$ cat src/rtl/rv32_decode_stage.sv
// RV32IM decode stage: instruction FIFO feeding a single registered decoded micro-op,
// with valid/ready on both sides, synchronous flush and illegal-encoding detection.
module rv32_decode_stage #(
    parameter int XLEN       = 32,
    parameter int FIFO_DEPTH = 4,
    parameter int M_EXT      = 1,
    parameter int CNT_W      = $clog2(FIFO_DEPTH) + 1
) (
    input  logic             clk,
    input  logic             rst_n,
    input  logic             flush_i,
    input  logic             in_valid_i,
    output logic             in_ready_o,
    input  logic [31:0]      in_instr_i,
    input  logic [XLEN-1:0]  in_pc_i,
    output logic             out_valid_o,
    input  logic             out_ready_i,
    output logic [XLEN-1:0]  out_pc_o,
    output logic [4:0]       out_rs1_o,
    output logic [4:0]       out_rs2_o,
    output logic [4:0]       out_rd_o,
    output logic [31:0]      out_imm_o,
    output logic [1:0]       out_src_sel_o,
    output logic [4:0]       out_alu_op_o,
    output logic [3:0]       out_lsu_op_o,
    output logic [2:0]       out_br_op_o,
    output logic             out_is_branch_o,
    output logic             out_is_cond_o,
    output logic             out_reg_w_o,
    output logic             out_mem_w_o,
    output logic             out_illegal_o,
    output logic [CNT_W-1:0] fifo_count_o
);
    localparam int PTR_W = (FIFO_DEPTH > 1) ? $clog2(FIFO_DEPTH) : 1;

    typedef struct packed {
        logic [4:0]  rs1;
        logic [4:0]  rs2;
        logic [4:0]  rd;
        logic [31:0] imm;
        logic [1:0]  src_sel;
        logic [4:0]  alu_op;
        logic [3:0]  lsu_op;
        logic [2:0]  br_op;
        logic        is_branch;
        logic        is_cond;
        logic        reg_w;
        logic        mem_w;
        logic        illegal;
    } uop_t;

    function automatic logic [4:0] base_alu(input logic [2:0] f3);
        case (f3)
            3'd0:    base_alu = 5'd0;
            3'd1:    base_alu = 5'd2;
            3'd2:    base_alu = 5'd3;
            3'd3:    base_alu = 5'd4;
            3'd4:    base_alu = 5'd5;
            3'd5:    base_alu = 5'd6;
            3'd6:    base_alu = 5'd8;
            default: base_alu = 5'd9;
        endcase
    endfunction

    logic [31:0]     instr_mem_r [FIFO_DEPTH];
    logic [XLEN-1:0] pc_mem_r    [FIFO_DEPTH];
    logic [PTR_W-1:0] wr_ptr_r, rd_ptr_r;
    logic [CNT_W-1:0] count_r;
    logic             valid_r;
    logic [XLEN-1:0]  pc_r;
    uop_t             uop_r;
    logic             push_s, load_s, ill_s;
    logic [31:0]      head_s, imm_i_s, imm_s_s, imm_b_s, imm_j_s, imm_u_s;
    logic [2:0]       f3_s;
    logic [6:0]       f7_s;
    uop_t             raw_s, dec_s;

    assign in_ready_o = (count_r < CNT_W'(FIFO_DEPTH));
    assign push_s     = in_valid_i && in_ready_o;
    assign load_s     = (count_r != '0) && (!valid_r || out_ready_i);
    assign head_s     = instr_mem_r[rd_ptr_r];
    assign f3_s       = head_s[14:12];
    assign f7_s       = head_s[31:25];
    assign imm_i_s    = {{20{head_s[31]}}, head_s[31:20]};
    assign imm_s_s    = {{20{head_s[31]}}, head_s[31:25], head_s[11:7]};
    assign imm_b_s    = {{19{head_s[31]}}, head_s[31], head_s[7], head_s[30:25], head_s[11:8], 1'b0};
    assign imm_j_s    = {{11{head_s[31]}}, head_s[31], head_s[19:12], head_s[20], head_s[30:21], 1'b0};
    assign imm_u_s    = {head_s[31:12], 12'h000};

    // Raw decode of the FIFO head; illegal cases are flagged in ill_s
    always_comb begin
        raw_s = '0;
        ill_s = 1'b0;
        case (head_s[6:0])
            7'b0110011: begin
                raw_s.rs1 = head_s[19:15]; raw_s.rs2 = head_s[24:20]; raw_s.rd = head_s[11:7];
                raw_s.reg_w = 1'b1;
                case (f7_s)
                    7'h00: raw_s.alu_op = base_alu(f3_s);
                    7'h20: begin
                        if (f3_s == 3'd0)      raw_s.alu_op = 5'd1;
                        else if (f3_s == 3'd5) raw_s.alu_op = 5'd7;
                        else                   ill_s = 1'b1;
                    end
                    7'h01: begin
                        if (M_EXT != 0) raw_s.alu_op = 5'd10 + {2'b00, f3_s};
                        else            ill_s = 1'b1;
                    end
                    default: ill_s = 1'b1;
                endcase
            end
            7'b0010011: begin
                raw_s.rs1 = head_s[19:15]; raw_s.rd = head_s[11:7]; raw_s.imm = imm_i_s;
                raw_s.src_sel = 2'd1; raw_s.reg_w = 1'b1;
                raw_s.alu_op = base_alu(f3_s);
                if (f3_s == 3'd1) begin
                    ill_s = (f7_s != 7'h00);
                end else if (f3_s == 3'd5) begin
                    ill_s = (f7_s != 7'h00) && (f7_s != 7'h20);
                    raw_s.alu_op = (f7_s == 7'h20) ? 5'd7 : 5'd6;
                end else begin
                    ill_s = 1'b0;
                end
            end
            7'b0000011: begin
                raw_s.rs1 = head_s[19:15]; raw_s.rd = head_s[11:7]; raw_s.imm = imm_i_s;
                raw_s.src_sel = 2'd1; raw_s.reg_w = 1'b1;
                case (f3_s)
                    3'd0:    raw_s.lsu_op = 4'd1;
                    3'd1:    raw_s.lsu_op = 4'd2;
                    3'd2:    raw_s.lsu_op = 4'd3;
                    3'd4:    raw_s.lsu_op = 4'd4;
                    3'd5:    raw_s.lsu_op = 4'd5;
                    default: ill_s = 1'b1;
                endcase
            end
            7'b0100011: begin
                raw_s.rs1 = head_s[19:15]; raw_s.rs2 = head_s[24:20]; raw_s.imm = imm_s_s;
                raw_s.src_sel = 2'd1; raw_s.mem_w = 1'b1;
                case (f3_s)
                    3'd0:    raw_s.lsu_op = 4'd6;
                    3'd1:    raw_s.lsu_op = 4'd7;
                    3'd2:    raw_s.lsu_op = 4'd8;
                    default: ill_s = 1'b1;
                endcase
            end
            7'b1100011: begin
                raw_s.rs1 = head_s[19:15]; raw_s.rs2 = head_s[24:20]; raw_s.imm = imm_b_s;
                raw_s.is_branch = 1'b1; raw_s.is_cond = 1'b1;
                case (f3_s)
                    3'd0:    raw_s.br_op = 3'd1;
                    3'd1:    raw_s.br_op = 3'd2;
                    3'd4:    raw_s.br_op = 3'd3;
                    3'd5:    raw_s.br_op = 3'd4;
                    3'd6:    raw_s.br_op = 3'd5;
                    3'd7:    raw_s.br_op = 3'd6;
                    default: ill_s = 1'b1;
                endcase
            end
            7'b1101111: begin
                raw_s.rd = head_s[11:7]; raw_s.imm = imm_j_s; raw_s.src_sel = 2'd2;
                raw_s.is_branch = 1'b1; raw_s.reg_w = 1'b1;
            end
            7'b1100111: begin
                raw_s.rs1 = head_s[19:15]; raw_s.rd = head_s[11:7]; raw_s.imm = imm_i_s;
                raw_s.src_sel = 2'd1; raw_s.is_branch = 1'b1; raw_s.reg_w = 1'b1;
                ill_s = (f3_s != 3'd0);
            end
            7'b0110111: begin
                raw_s.rd = head_s[11:7]; raw_s.imm = imm_u_s; raw_s.src_sel = 2'd1; raw_s.reg_w = 1'b1;
            end
            7'b0010111: begin
                raw_s.rd = head_s[11:7]; raw_s.imm = imm_u_s; raw_s.src_sel = 2'd2; raw_s.reg_w = 1'b1;
            end
            7'b0001111, 7'b1110011: raw_s = '0;
            default: ill_s = 1'b1;
        endcase
    end

    // Illegal encodings carry no side effects; writes to x0 are suppressed
    always_comb begin
        dec_s = raw_s;
        dec_s.reg_w = raw_s.reg_w && (raw_s.rd != 5'd0);
        if (ill_s) begin
            dec_s = '0;
            dec_s.illegal = 1'b1;
        end else begin
            dec_s.illegal = 1'b0;
        end
    end

    // FIFO storage; no reset needed since occupancy gates every read
    always_ff @(posedge clk) begin
        if (push_s && !flush_i) begin
            instr_mem_r[wr_ptr_r] <= in_instr_i;
            pc_mem_r[wr_ptr_r]    <= in_pc_i;
        end
    end

    // FIFO pointers and occupancy
    always_ff @(posedge clk or negedge rst_n) begin
        if (!rst_n) begin
            wr_ptr_r <= '0;
            rd_ptr_r <= '0;
            count_r  <= '0;
        end else if (flush_i) begin
            wr_ptr_r <= '0;
            rd_ptr_r <= '0;
            count_r  <= '0;
        end else begin
            if (push_s) wr_ptr_r <= wr_ptr_r + PTR_W'(1);
            if (load_s) rd_ptr_r <= rd_ptr_r + PTR_W'(1);
            case ({push_s, load_s})
                2'b10:   count_r <= count_r + CNT_W'(1);
                2'b01:   count_r <= count_r - CNT_W'(1);
                default: count_r <= count_r;
            endcase
        end
    end

    // Decoded output register; holds while execute stalls
    always_ff @(posedge clk or negedge rst_n) begin
        if (!rst_n) begin
            valid_r <= 1'b0;
            pc_r    <= '0;
            uop_r   <= '0;
        end else if (flush_i) begin
            valid_r <= 1'b0;
        end else if (load_s) begin
            valid_r <= 1'b1;
            pc_r    <= pc_mem_r[rd_ptr_r];
            uop_r   <= dec_s;
        end else if (out_ready_i) begin
            valid_r <= 1'b0;
        end
    end

    assign out_valid_o     = valid_r;
    assign out_pc_o        = pc_r;
    assign out_rs1_o       = uop_r.rs1;
    assign out_rs2_o       = uop_r.rs2;
    assign out_rd_o        = uop_r.rd;
    assign out_imm_o       = uop_r.imm;
    assign out_src_sel_o   = uop_r.src_sel;
    assign out_alu_op_o    = uop_r.alu_op;
    assign out_lsu_op_o    = uop_r.lsu_op;
    assign out_br_op_o     = uop_r.br_op;
    assign out_is_branch_o = uop_r.is_branch;
    assign out_is_cond_o   = uop_r.is_cond;
    assign out_reg_w_o     = uop_r.reg_w;
    assign out_mem_w_o     = uop_r.mem_w;
    assign out_illegal_o   = uop_r.illegal;
    assign fifo_count_o    = count_r;
endmodule
$ cat config.mk
export PLATFORM = sky130hd
export DESIGN_NAME = rv32_decode_stage
export DESIGN_NICKNAME = d
export VERILOG_FILES = /design/src/rtl/rv32_decode_stage.sv
export SDC_FILE = /design/constraint.sdc
export NUM_CORES = 1
export LEC_CHECK = 0
export CAP_MARGIN = 10
export CORE_MARGIN = 10
export CORE_UTILIZATION = 35
export CTS_BUF_LIST = sky130_fd_sc_hd__clkbuf_2
export DETAILED_ROUTE_END_ITERATION = 16
export GPL_TIMING_DRIVEN = 1
export PLACE_DENSITY = 0.65
export SLEW_MARGIN = 5
export SYNTH_ARGS = -nofsm -noshare
export SYNTH_HDL_FRONTEND = slang
export SYNTH_SLANG_ARGS = --single-unit
$ cat constraint.sdc
create_clock -name clk -period 4 [get_ports clk]
set_input_delay 0.8 -clock clk [delete_from_list [all_inputs] [get_ports clk]]
set_output_delay 0.8 -clock clk [all_outputs]
set_load 0.02 [all_outputs]
# Word-level counts from Yosys, hierarchy flattened
# Memory sizes are Yosys's and may differ from the RTL's. A register that Yosys moved wholly into a read port is not among the register bits.
# Cells that the tools add are included.
# classes
multipliers,0
bitwise_logic,1
n_reduce_logical,33
shift,0
order_cmp,1
muxes,45
eq_ne,23
add_sub_neg,5
div_mod_pow,0
# op_table
operator,n
$pmux W32 S5,1
$mux W65,1
$eq A7 B6 Y1 const B,4
$eq A7 B7 Y1 const B,4
$pmux W4 S7,1
$mux W5,5
$pmux W4 S6,1
$mux W1,18
$pmux W3 S6,1
$pmux W3 S5,1
$pmux W5 S3,1
$reduce_or A5 Y1,3
$eq A7 B5 Y1 const B,2
$eq A3 B3 Y1 const B,4
$mux W3,4
$pmux W4 S3,1
$reduce_bool A3 Y1,4
$reduce_or A3 Y1,4
$reduce_or A6 Y1,2
$pmux W5 S2,1
$mux W2,4
$pmux W4 S2,1
$eq A7 B1 Y1 const B,1
$eq A7 B2 Y1 const B,1
27 further kinds,38
# totals
n_memories,2
inputBits,69
wordCells,127
rom_bits,0
latch_bits,0
regBits,74
ramBits,256
output_inout_bits,103
# memory_table
memory,depth,width,read_ports,rd_ports_with_merged_regs,wr,line,rtl
instr_mem_r,4,32,1,0,1,65,logic [31:0] instr_mem_r [FIFO_DEPTH];
pc_mem_r,4,32,1,1,1,66,logic [XLEN-1:0] pc_mem_r [FIFO_DEPTH];

# Logic depth before layout (Yosys ltp)
# Gate-level depths: netlist (run 1).
# An unclocked memory read counts as a cell.
# depth
depth_word,7
depth_mapped,11
depth_no_buf,7

# Least setup slack after synthesis (run 1)
# No wires, ideal clock.
# synth_path
kind,input-to-reg
startpoint,input in_valid_i
endpoint,"memory instr_mem_r[0][0], enable pin"
slack_ns,0.695
arrival_ns,2.876
setup_ns,0.429
required_time_ns,3.571
path_stages,4
path_buffers,1
cell_sequence,nor2b_1 -> clkbuf_1 -> nor2b_1 -> and2_1
# synth_via
elab_chain_cells,4
# synth_lines
element,line,rtl
"start, declared",12,"input logic in_valid_i,"
$logic_and A1 B1 Y1,79,assign push_s = in_valid_i && in_ready_o;
$logic_and A1 B1 Y1,194,if (push_s && !flush_i) begin
$mux W1,194,
$mux W1 (implied by the code),195,instr_mem_r[wr_ptr_r] <= in_instr_i;
"end, declared",65,
# No other way between the ends.

# Worst setup path in the final report (run 1)
# layout_path
startpoint,register rd_ptr_r[0]
endpoint,register uop_r (netlist bit out_imm_o[5])
# layout_via
elab_chain_cells,7
word_cells_on_any_way,44
cone_classes,20 x eq/ne; 11 x mux; 12 x reduce/logical; 1 x memory
# layout_lines
element,line,rtl
"start, declared",67,"logic [PTR_W-1:0] wr_ptr_r, rd_ptr_r;"
"start signal, assigned",212,if (load_s) rd_ptr_r <= rd_ptr_r + PTR_W'(1);
$mem_v2 Z4 W32 *,-,
"$eq A3 B3 Y1, or another cell as far along",-,
$mux W1 or $logic_and A1 B1 Y1 (tied branches),"102, 119",
"$mux W1, on equally long branches","101, 118",
$pmux W1 S2 or $mux W1 (tied branches),"98, 116",
$pmux W1 S7,94,case (head_s[6:0])
$mux W65 *,184,if (ill_s) begin
"end signal, assigned",232,uop_r <= dec_s;
"end, declared",71,uop_t uop_r;
# Mark *: on every way between the ends. The rest lies on a longest branch, timed or not.
# A chain may end at the register's enable or synchronous reset.

==> impl_results.md, run 1 <==
- Root buffer cell: sky130_fd_sc_hd__clkbuf_2
- Cell occurring most often along the worst timing path: sky130_fd_sc_hd__buf_4
- Reg-to-reg setup timing slack: 500 ps
- Library cell occupying the most area in the post-synthesis netlist: sky130_fd_sc_hd__edfxtp_1
- Post-synthesis area per instance: 16.9 um2
- Critical path data arrival time: 4340 ps
- Largest buffer count on any clock path: 3
- Initial detailed-routing violation count: between 700 and 800
- Number of buffers added on ports: 171
- Smallest hold slack: approximately 470 ps
- Number of nets in the synthesized netlist: 920
- Gate count of the mapped netlist: between 800 and 900
- Ratio of final minimum period to clock period: 0.874
- Critical path, cell by cell: buf_4 -> mux4_2 -> xor2_1 -> o31a_1 -> a32oi_1 -> o2111a_1 -> buf_4 -> a32o_1
- Cell area after technology mapping: 14300 um2
- Final weighted congestion of routability-driven global placement: approximately 0.88
- Row cnt: between 70 and 80
- Total power density per cell area: 572 nW/um2
- Most instantiated flip-flop cell in the synthesis netlist: sky130_fd_sc_hd__edfxtp_1
- Proportion of synthesized chip area in sequential cells: 0.725
- TritonCTS clock tree: built
- Count of warnings emitted by yosys: 0
- Count of buffer and inverter cells on the critical path: 2
- Number of nets still failing antenna checks after routing: 0
- Die span in y: approximately 220 um
- Share of cell area taken by muxes after synthesis: 0.103
- Critical Path RT: 4840 ps
- Reg-to-reg startpoint: rd_ptr_r[0]
- I/O pin total: 172
- Synthesized-area fraction occupied by ao, oa, aoi and oai cells: 0.0735
- Clock net sink count: 362
- Vias in the first global route: 8959
- Clk slew on worst S/H paths: 110 ps
- Synthesized-area fraction occupied by and/or/nand/nor cells: 0.0690
- Length of the first detailed-routing pass in iterations: 5
- Worst clock skew: 48.2 ps
- Total Die Area: 49200 um2
- Layout cells sized above 1: 0.223
- Slew Limit Headroom: 0.312
- Count of cell types in the netlist: 60
- Async SR Flop Fraction: 0.293
- Max-slew violation count: 0
- Run status: finished, final reports clean
- Overall die width: 222 um
- Via count: 8521
- Top delay family on crit path: compound AO/OA/AOI/OAI gates
- Grt ovf: 0
- Number of flops mapped to enable cells by yosys: 256
- TNS Setup: 0 ps
- Kind of path behind the tightest hold check: in2reg
- Reg-to-reg critical path endpoint: out_imm_o[5]
- H-tree depth: 3
- Main combinational cell family by area after synthesis: multiplexers
- Cell type of the slowest stage on the worst timing path: sky130_fd_sc_hd__mux4_2
- DRC violations left: 0
- Total setup buffers inserted after CTS: 0
- Maximum operating frequency: 286 MHz
- Share of Yosys cell area claimed by the top area cell type: 0.539
- Max incr delay on CP: 730 ps
- Worst-case vdd ir drop: 0.374 mV
- Register bit count reported by yosys: ~360
- Share of the synthesized netlist area taken by xor and xnor gates: 0.00430
- Leakage power: 6.65 nW
- Initial antenna violation count: 8
- Placed wire-length estimate after detailed placement: roughly 24 mm
- Number of cells on the worst reg-to-reg path: 8
- Clock network latency to the later pin of the worst-skew pair: around 950 ps
- Crit start category: flip-flop
- WL final: between 30 and 40 mm
- Hold Path End: pc_mem_r[2][6]
- DP Worst Slack: 541 ps
- Critical hold path startpoint: in_pc_i[6]
- Initial cell density of the core: 0.356
- Relative area change from synthesis to final layout: 23.4%
- Nets: 1164
- Unrepaired setup endpoints after global routing: no
- Finished layout cell area: 17600 um2
- Core area: between 40000 and 50000 um2
- Maximum number of pins on one net before global-route repair: 71
- Count of maximum capacitance violations: 0
- Transition time at the pin with the least slew margin: 1030 ps
- Global-route wire length before repair: 54.4 mm
- Post-detailed-route wirelength per cell: 21.0 um
- Worst hold path depth: 1
- Total clock buffers created by CTS: 93
- Kind of critical path: reg2reg
- Aggregate global-route resource usage: 0.142
- Fin worst setup slack: 504 ps
- Cell types with the largest area share after synthesis: sky130_fd_sc_hd__edfxtp_1 54%, sky130_fd_sc_hd__dfrtp_1 19%, sky130_fd_sc_hd__mux4_2 10%, sky130_fd_sc_hd__nand2_1 3.3%, sky130_fd_sc_hd__a32o_1 2.1%
- Area of placed instances: 16700 um2
- Final period demand of the worst path: 3500 ps
- Peak fanout along the critical path: 34
- Type of element capturing the critical path: flip-flop
- Number of endpoints with negative hold slack in the final report: 0
- Finish-stage setup viols: 0
- Post-synthesis share of cell area spent on full adders, half adders and majority gates: 0.00579
- Vias per std cell: 5.03
## layout by cell type, fill, tap and decap left out, types with 7 or more instances in the layout
| master | Yosys | routed |
|---|---|---|
| sky130_fd_sc_hd__a21o_1 | 20 | 20 |
| sky130_fd_sc_hd__a21oi_1 | 8 | 8 |
| sky130_fd_sc_hd__a22o_1 | 27 | 27 |
| sky130_fd_sc_hd__a32o_1 | 30 | 30 |
| sky130_fd_sc_hd__buf_4 | 0 | 25 |
| sky130_fd_sc_hd__clkbuf_2 | 0 | 139 |
| sky130_fd_sc_hd__clkdlybuf4s50_1 | 0 | 170 |
| sky130_fd_sc_hd__clkinv_1 | 0 | 20 |
| sky130_fd_sc_hd__dfrtp_1 | 106 | 104 |
| sky130_fd_sc_hd__edfxtp_1 | 256 | 256 |
| sky130_fd_sc_hd__inv_1 | 8 | 8 |
| sky130_fd_sc_hd__mux4_2 | 64 | 64 |
| sky130_fd_sc_hd__nand2_1 | 127 | 127 |
| sky130_fd_sc_hd__nor2_1 | 25 | 24 |
| sky130_fd_sc_hd__nor2b_1 | 9 | 9 |
| sky130_fd_sc_hd__nor3_1 | 7 | 7 |
| sky130_fd_sc_hd__o21ai_0 | 14 | 14 |
## stage by stage
step	util	power, W	std cells
floorplan	-	0.00646	845
global placement	0.417	0.00754	1518
detailed placement	0.417	0.00757	1518
CTS	0.440	0.0102	1691
global route	0.440	0.0106	1692
finish	0.440	0.0101	1693
## worst max-delay path by stage
| stage | start | to | slack (ps) | cells after the start |
|---|---|---|---|---|
| floorplan | in_valid_i | instr_mem_r[0][0] | 700 | 4 |
| global placement | rd_ptr_r[0] | out_rs1_o[2] | 600 | 8 |
| detailed placement | rd_ptr_r[0] | out_lsu_op_o[2] | 540 | 8 |
| CTS | rd_ptr_r[0] | out_imm_o[3] | 420 | 7 |
| global route | rd_ptr_r[0] | out_imm_o[1] | 250 | 7 |
| finish | rd_ptr_r[0] | out_imm_o[5] | 500 | 8 |
## synth_stat cells, drive strengths merged (2+ instances only)
library cell	number
a32o	30
nand2	127
nand3	6
a32oi	2
xnor2	4
dfrtp	106
clkbuf	32
a21o	20
and2	10
a31oi	3
o21ai	14
nor4	5
nor2	25
ha	5
inv	9
a22oi	5
nor2b	9
a22o	27
nor3	7
a21oi	8
a211oi	2
or2	2
and4	2
o32ai	2
edfxtp	256
xor2	3
buf	19
mux4	64
nand3b	2
and3	2
nand2b	5
or3	2
nand4	6
o2111a	2
## cell families (layout without fill, tap and decap cells)
kind of cell,Yosys count,in the layout
muxes,66,66
adders and majority gates,6,6
buffers and inverters,60,381
AOI/OAI and AO/OA,129,129
other,0,2
and+or+nand+nor,215,215
DFF,362,362
xor gates and xnor gates,7,7
## report_power, final
group	total (W)	internal [W]	switching [W]	leakage (nW)
sequential	0.00461	0.00441	0.000204	3.74
combinational	0.00284	0.00118	0.00166	2.22
clock	0.00261	0.00113	0.00148	0.684
total	0.0101	0.00672	0.00335	6.65
## final cells by class
cell class                 count  area, um2
inverter                       9       33.8
sequential                   362      10300
fill                        3606      22400
clock buffer                 139        696
timing repair buffer         200       1980
clock inverter                33        216
tap                          525        657
antenna                        2       5.00
multi-input combinational    423       3660
## flip-flops by register name, indices dropped and copies added (netlist names)
name / cells
instr_mem_r: 128
pc_mem_r: 128
out_imm_o: 32
out_pc_o: 32
out_alu_op_o: 5
out_rd_o: 5
out_rs1_o: 5
out_rs2_o: 5
out_lsu_op_o: 4
fifo_count_o: 3
out_br_op_o: 3
out_src_sel_o: 2
rd_ptr_r: 2
wr_ptr_r: 2
out_illegal_o: 1
out_is_branch_o: 1
out_is_cond_o: 1
out_mem_w_o: 1
out_reg_w_o: 1
out_valid_o: 1
## per-layer routing
metal,up-vias,global-route usage,share of wire
met5,-,0,0.0022
met4,12,0.0472,0.015
met3,51,0.0523,0.078
met2,287,0.223,0.48
met1,4310,0.178,0.43
li1,3861,-,-
## timing repair
| action | CTS | global route |
|---|---|---|
| endpoints found under the hold margin | 51 | 0 |
| resized for setup | 0 | 0 |
| hold buffers | 1 | 0 |
(Power assumes the default switching activity.)
==> run 2: changes to the inputs <==
- PLACE_DENSITY: 0.65 -> not set
==> run 2 against run 1 <==
Net effect:
- via count up 0.79%
- core utilization about the same
- sequential share of layout area about the same
- worst setup slack worse by 82 ps
- cell count unchanged
- power is 0.22% higher
- clock skew is 7.6 ps higher
- highest routed layer unchanged
==> impl_results.md, run 2 (same netlist as run 1, synthesis figures left out) <==
- Run status: finished, final reports clean
- Cell internal pwr: 0.00671 W (-0.13%)
- Global-route wire length before repair: 55.5 mm (+2.1%)
- Placed wire-length estimate after detailed placement: 24.4 mm (+1.1%)
- Fraction of power spent switching nets: 0.335 (+0.00234)
- Number of fill cells: 3690 (+2.3%)
- Transition time at the pin with the least slew margin: 963 ps (-68.8 ps)
- Clock network latency to the later pin of the worst-skew pair: 930 ps (-20 ps)
- Initial detailed-routing violation count: 612 (-15%)
- Clock net sink count: 362 (unchanged)
- Total Die Area: 49200 um2 (unchanged)
- Clk slew on worst S/H paths: 120 ps (about the same)
- Hold bufs inserted after CTS: 1 (unchanged)
- Leakage power: 6.64 nW (-0.10%)
- Non-filler instance count after layout: 1693 (unchanged)
- Smallest hold slack: 405 ps (-68.0 ps)
- Total power density per cell area: 573 nW/um2 (+0.14%)
- Type of element capturing the critical path: flip-flop
- DRC violations left: 0 (unchanged)
- Total power: 0.0101 W (+0.22%)
- Post-detailed-route wirelength per cell: 21.5 um (+2.2%)
- Part of the power in combinational logic: 0.280 (-0.002)
- TNS Setup: 0 ps (unchanged)
- Final period demand of the worst path: 3580 ps (+82.2 ps)
- Aggregate global-route resource usage: 0.145 (+0.00317)
- Length of the first detailed-routing pass in iterations: 5 (unchanged)
- Power dissipated by switching net loads: 0.00338 W (+0.92%)
- Total setup buffers inserted after CTS: 0 (unchanged)
- Critical path data arrival time: 4420 ps (+80 ps)
- Max-slew violation count: 0 (unchanged)
- H-tree depth: 3 (unchanged)
- Number of buffers added on ports: 171 (unchanged)
- Peak fanout along the critical path: 20 (-41%)
- Initial cell density of the core: 0.356 (unchanged)
- Vias in the first global route: 9013 (+0.60%)
- Row cnt: 73 (unchanged)
- Number of endpoints with negative hold slack in the final report: 0 (unchanged)
- Vias per std cell: 5.07 (+0.79%)
- Number of nets still failing antenna checks after routing: 0 (unchanged)
- Unrepaired setup endpoints after global routing: no
- Total clock buffers created by CTS: 93 (unchanged)
- Maximum number of pins on one net before global-route repair: 50 (-30%)
- Maximum operating frequency: 279 MHz (-2.3%)
- Final weighted congestion of routability-driven global placement: 0.867 (-1.0%)
- Combined flip-flop and latch cell area: 10300 um2 (unchanged)
- Finish-stage setup viols: 0 (unchanged)
- Placed cells: 1515 (-0.20%)
- Count of maximum capacitance violations: 0 (unchanged)
- Total area of multi-input combinational cells: 3660 um2 (unchanged)
- Worst clock skew: 55.8 ps (+7.61 ps)
- Largest registers: instr_mem_r x128, pc_mem_r x128
- Layout cells sized above 1: 0.219 (-0.00410)
- Critical Path RT: 4840 ps (about the same)
- Initial antenna violation count: 7 (-1)
- Commonest cells after routing, fill and taps aside: 256 x sky130_fd_sc_hd__edfxtp_1, 170 x sky130_fd_sc_hd__clkdlybuf4s50_1, 134 x sky130_fd_sc_hd__clkbuf_2, 127 x sky130_fd_sc_hd__nand2_1, 104 x sky130_fd_sc_hd__dfrtp_1
- Worst-case vdd ir drop: 0.394 mV (+5.3%)
- Die span in y: 222 um (unchanged)
- Ratio of final minimum period to clock period: 0.895 (+0.0206)
- Relative area change from synthesis to final layout: 23.5% (about the same)
- Nets: 1161 (-0.26%)
- TritonCTS clock tree: built
- WL final: 36.4 mm (+2.2%)
- Kind of path behind the tightest hold check: in2async
- Core area: 40000 um2 (unchanged)
- Crit start category: flip-flop
- Kind of critical path: reg2reg
- Root buffer cell: sky130_fd_sc_hd__clkbuf_2
- Proportion of power drawn by flip-flops and latches: 0.460 (+0.002)
- Clock power share: 0.260 (about the same)
- CTS resizes: 0 (unchanged)
- I/O pin total: 172 (unchanged)
- Slew Limit Headroom: 0.355 (+0.0429)
- Via count: 8588 (+0.79%)
- Grt ovf: 0 (unchanged)
- Largest buffer count on any clock path: 3 (unchanged)
- Overall die width: 222 um (unchanged)
- Commonest non-fill, non-tap cell in the layout: sky130_fd_sc_hd__edfxtp_1
## run 2: final cells by class
cell class,instances,share of cell area
Inverter,9,0.00192
Clock buffer,134,0.0381
Sequential cell,362,0.588
Multi-Input combinational cell,423,0.208
Clock inverter,40,0.0142
Timing Repair Buffer,197,0.113
Antenna cell,3,0.000426
Tap cell,525,0.0373
## run 2: power groups by stage
stage	logic (W)	registers (W)	clock network, W
3_3_place_gp	0.00283	0.00471	0
3_5_place_dp	0.00285	0.00472	0
4_1_cts	0.00287	0.00464	0.00273
5_1_grt	0.00309	0.00468	0.00293
6_report	0.00283	0.00464	0.00262
2_1_floorplan	0.00161	0.00485	0
## run 2: worst max-delay path: stages, from the launching register on
cell and delay [ps]:
sky130_fd_sc_hd__dfrtp_4 680, sky130_fd_sc_hd__buf_4 310, sky130_fd_sc_hd__mux4_2 590, sky130_fd_sc_hd__nor4_1 400, sky130_fd_sc_hd__nand3_1 120, sky130_fd_sc_hd__a32oi_1 320, sky130_fd_sc_hd__o2111a_1 640, sky130_fd_sc_hd__buf_4 280
sky130_fd_sc_hd__a22o_1 140
## run 2: worst paths after layout
kind | from | to | slack [ps] | cells past startpoint
worst max-delay path | rd_ptr_r[0] | out_imm_o[15] | 420 | 8
worst min-delay path | rst_n | out_alu_op_o[2] | 400 | 2
worst max register to register | rd_ptr_r[0] | out_imm_o[15] | 420 | 8
worst min register to register | out_pc_o[26] | out_pc_o[26] | 480 | 2
max in group asynchronous | rst_n | out_illegal_o | 2700 | 3
min in group clk | out_pc_o[26] | out_pc_o[26] | 480 | 2
## run 2: stage by stage
stage	area, um2	utilization	worst slack, ps
CTS	17600	0.440	429
finish	17600	0.440	422
floorplan	14300	-	695
global route	17600	0.440	200
global placement	16700	0.417	502
detailed placement	16700	0.417	500
## run 2: routing by layer
layer  vias to the layer above  part of all wire  track usage
met5                         -            0.0011            0
met1                      4349              0.42        0.181
met2                       319              0.49        0.234
met3                        58             0.069       0.0488
li1                       3856                 -            -
met4                         6             0.018       0.0446
==> run 3: changes to the inputs <==
- CORE_ASPECT_RATIO: not set -> 2
- HOLD_SLACK_MARGIN: not set -> 0.12
- TNS_END_PERCENT: not set -> 10
==> run 3 against run 2 <==
Net effect:
- critical path depth fell by 1
- fmax rose by 6.8%
- worst hold slack improved by 65 ps
- sequential cell count did not move
- critical endpoint is now out_is_branch_o
- largest power group unchanged
==> impl_results.md, run 3 (same netlist as run 1, synthesis figures left out) <==
- Run status: finished, final reports clean
- Leakage power: 6.56 nW (-1.2%)
- CTS resizes: 0 (unchanged)
- Commonest cells after routing, fill and taps aside: 256 x sky130_fd_sc_hd__edfxtp_1, 170 x sky130_fd_sc_hd__clkdlybuf4s50_1, 127 x sky130_fd_sc_hd__nand2_1, 126 x sky130_fd_sc_hd__clkbuf_2, 104 x sky130_fd_sc_hd__dfrtp_1
- Die span in y: 305 um (+38%)
- Total setup buffers inserted after CTS: 0 (unchanged)
- Max-slew violation count: 0 (unchanged)
- Final period demand of the worst path: 3350 ps (-229 ps)
- Largest buffer count on any clock path: 3 (unchanged)
- Number of buffers added on ports: 171 (unchanged)
- Aggregate global-route resource usage: 0.150 (+0.00456)
- Final weighted congestion of routability-driven global placement: 0.912 (+5.3%)
- Kind of path behind the tightest hold check: in2reg
- Initial antenna violation count: 4 (-3)
- Initial cell density of the core: 0.354 (-0.00180)
- Number of endpoints with negative hold slack in the final report: 0 (unchanged)
- Critical path, cell by cell: mux4_2 -> nand3b_4 -> or4_4 -> o221a_1 -> o2111a_1 -> buf_12 -> a32o_1
- Total Die Area: 49700 um2 (+0.99%)
- TNS Setup: 0 ps (unchanged)
- Kind of critical path: reg2reg
- Reg-to-reg critical path endpoint: out_is_branch_o
- TritonCTS clock tree: built
- Transition time at the pin with the least slew margin: 997 ps (+34.3 ps)
- Vias in the first global route: 9270 (+2.9%)
- Largest registers: instr_mem_r x128, pc_mem_r x128
- Clock net sink count: 362 (unchanged)
- Worst-case vdd ir drop: 0.305 mV (-23%)
- H-tree depth: 3 (unchanged)
- Vias per std cell: 5.04 (-0.56%)
- Length of the first detailed-routing pass in iterations: 4 (-1)
- Source of the critical timing path: rd_ptr_r[0]
- Commonest non-fill, non-tap cell in the layout: sky130_fd_sc_hd__edfxtp_1
- Number of nets still failing antenna checks after routing: 0 (unchanged)
- Clock network latency to the later pin of the worst-skew pair: 930 ps (about the same)
- DP Worst Slack: 645 ps (+146 ps)
- Reg-to-reg startpoint: rd_ptr_r[0]
- Number of cells on the worst reg-to-reg path: 7 (-1)
- Nets: 1149 (-1.0%)
- Critical Path RT: 4840 ps (about the same)
- Type of element capturing the critical path: flip-flop
- Unrepaired setup endpoints after global routing: no
- Crit start category: flip-flop
- Count of maximum capacitance violations: 0 (unchanged)
- Maximum operating frequency: 299 MHz (+6.8%)
- Ratio of final minimum period to clock period: 0.837 (-0.0572)
- Slew Limit Headroom: 0.335 (-0.0199)
- Reg-to-reg setup timing slack: 650 ps (+230 ps)
- Root buffer cell: sky130_fd_sc_hd__clkbuf_2
- Total clock buffers created by CTS: 80 (-14%)
- Placed wire-length estimate after detailed placement: 25.7 mm (+5.2%)
- Fin worst setup slack: 650 ps (+229 ps)
- Global-route wire length before repair: 55.9 mm (+0.67%)
- Grt ovf: 0 (unchanged)
- Row cnt: 104 (+42%)
- Smallest hold slack: 470 ps (+64.7 ps)
- Cell type of the slowest stage on the worst timing path: sky130_fd_sc_hd__mux4_2
- Post-detailed-route wirelength per cell: 22.3 um (+3.9%)
- Max incr delay on CP: 690 ps (about the same)
- Finish-stage setup viols: 0 (unchanged)
- WL final: 37.4 mm (+2.6%)
- DRC violations left: 0 (unchanged)
- Relative area change from synthesis to final layout: 22.8%
- Overall die width: 163 um (-27%)
- Core area: 40200 um2 (+0.51%)
- Layout cells sized above 1: 0.211 (-0.00836)
- Critical Path Sink: out_is_branch_o
- Maximum number of pins on one net before global-route repair: 74 (+48%)
- Clk slew on worst S/H paths: 120 ps (about the same)
- Peak fanout along the critical path: 26 (+30%)
- Via count: 8434 (-1.8%)
- Total power density per cell area: 566 nW/um2 (-1.2%)
- Initial detailed-routing violation count: 365 (-40%)
- I/O pin total: 172 (unchanged)
- Worst clock skew: 48.9 ps (-6.95 ps)
- Critical path data arrival time: 4190 ps (-230 ps)
## run 3: changes by cell type in the layout (fill, tap and decap cells not counted), sizes merged
cell and change:
inv -1, buf +1, diode -1, clkinv -18, clkinvlp +1, clkbuf -8
## run 3: worst min path at each step
stage                                     to           start  cells past startpoint  slack, ps
after floorplan              fifo_count_o[0]           rst_n                      0        500
after global placement          out_pc_o[22]    out_pc_o[22]                      2        460
after detailed placement        out_pc_o[15]    out_pc_o[15]                      2        460
after CTS                 instr_mem_r[2][18]  in_instr_i[18]                      1        330
after global routing      instr_mem_r[2][18]  in_instr_i[18]                      1        360
final                     instr_mem_r[2][18]  in_instr_i[18]                      1        470
## run 3: area by class of cell
type | instances | area, um2
Fill cell | 3660 | 22700
Sequential cell | 362 | 10300
Multi-Input combinational cell | 423 | 3660
Timing Repair Buffer | 198 | 1990
Tap cell | 530 | 663
Clock buffer | 126 | 631
Clock inverter | 22 | 171
Inverter | 9 | 33.8
Antenna cell | 2 | 5.00
## run 3: metal layers
metal | up-vias | global-route usage | share of wire
met5 | - | 0 | 0.00070
met2 | 279 | 0.277 | 0.57
met3 | 78 | 0.0424 | 0.059
met1 | 4250 | 0.142 | 0.33
met4 | 4 | 0.0848 | 0.039
li1 | 3823 | - | -
## run 3: timing repair
action | 4_1_cts | 5_1_grt
hold buffers | 1 | 0
hold endpoints to repair | 70 | 0
setup endpoints to repair | 0 | 0
## run 3: report_power, final
group | leakage, nW | total, W | switching (W) | internal (W)
Combinational | 2.22 | 0.00284 | 0.00165 | 0.00119
Sequential | 3.74 | 0.00462 | 0.000218 | 0.00441
Clock | 0.600 | 0.00243 | 0.00141 | 0.00102
## run 3: worst max-delay path: cells and delay by family (launching register included)
| kind | cells | cell delay (ps) |
|---|---|---|
| AOI/OAI and AO/OA | 3 | 870 |
| buffers and inverters | 1 | 230 |
| muxes | 1 | 690 |
| DFF | 1 | 660 |
| and+or+nand+nor | 2 | 780 |
## run 3: through the flow
stage	power, W	cells	util	area [um2]
after floorplan	0.00646	845	-	14300
after global placement	0.00757	1521	0.415	16700
after detailed placement	0.00760	1521	0.415	16700
after CTS	0.0101	1670	0.435	17500
after global routing	0.0105	1672	0.435	17500
final	0.00990	1672	0.435	17500
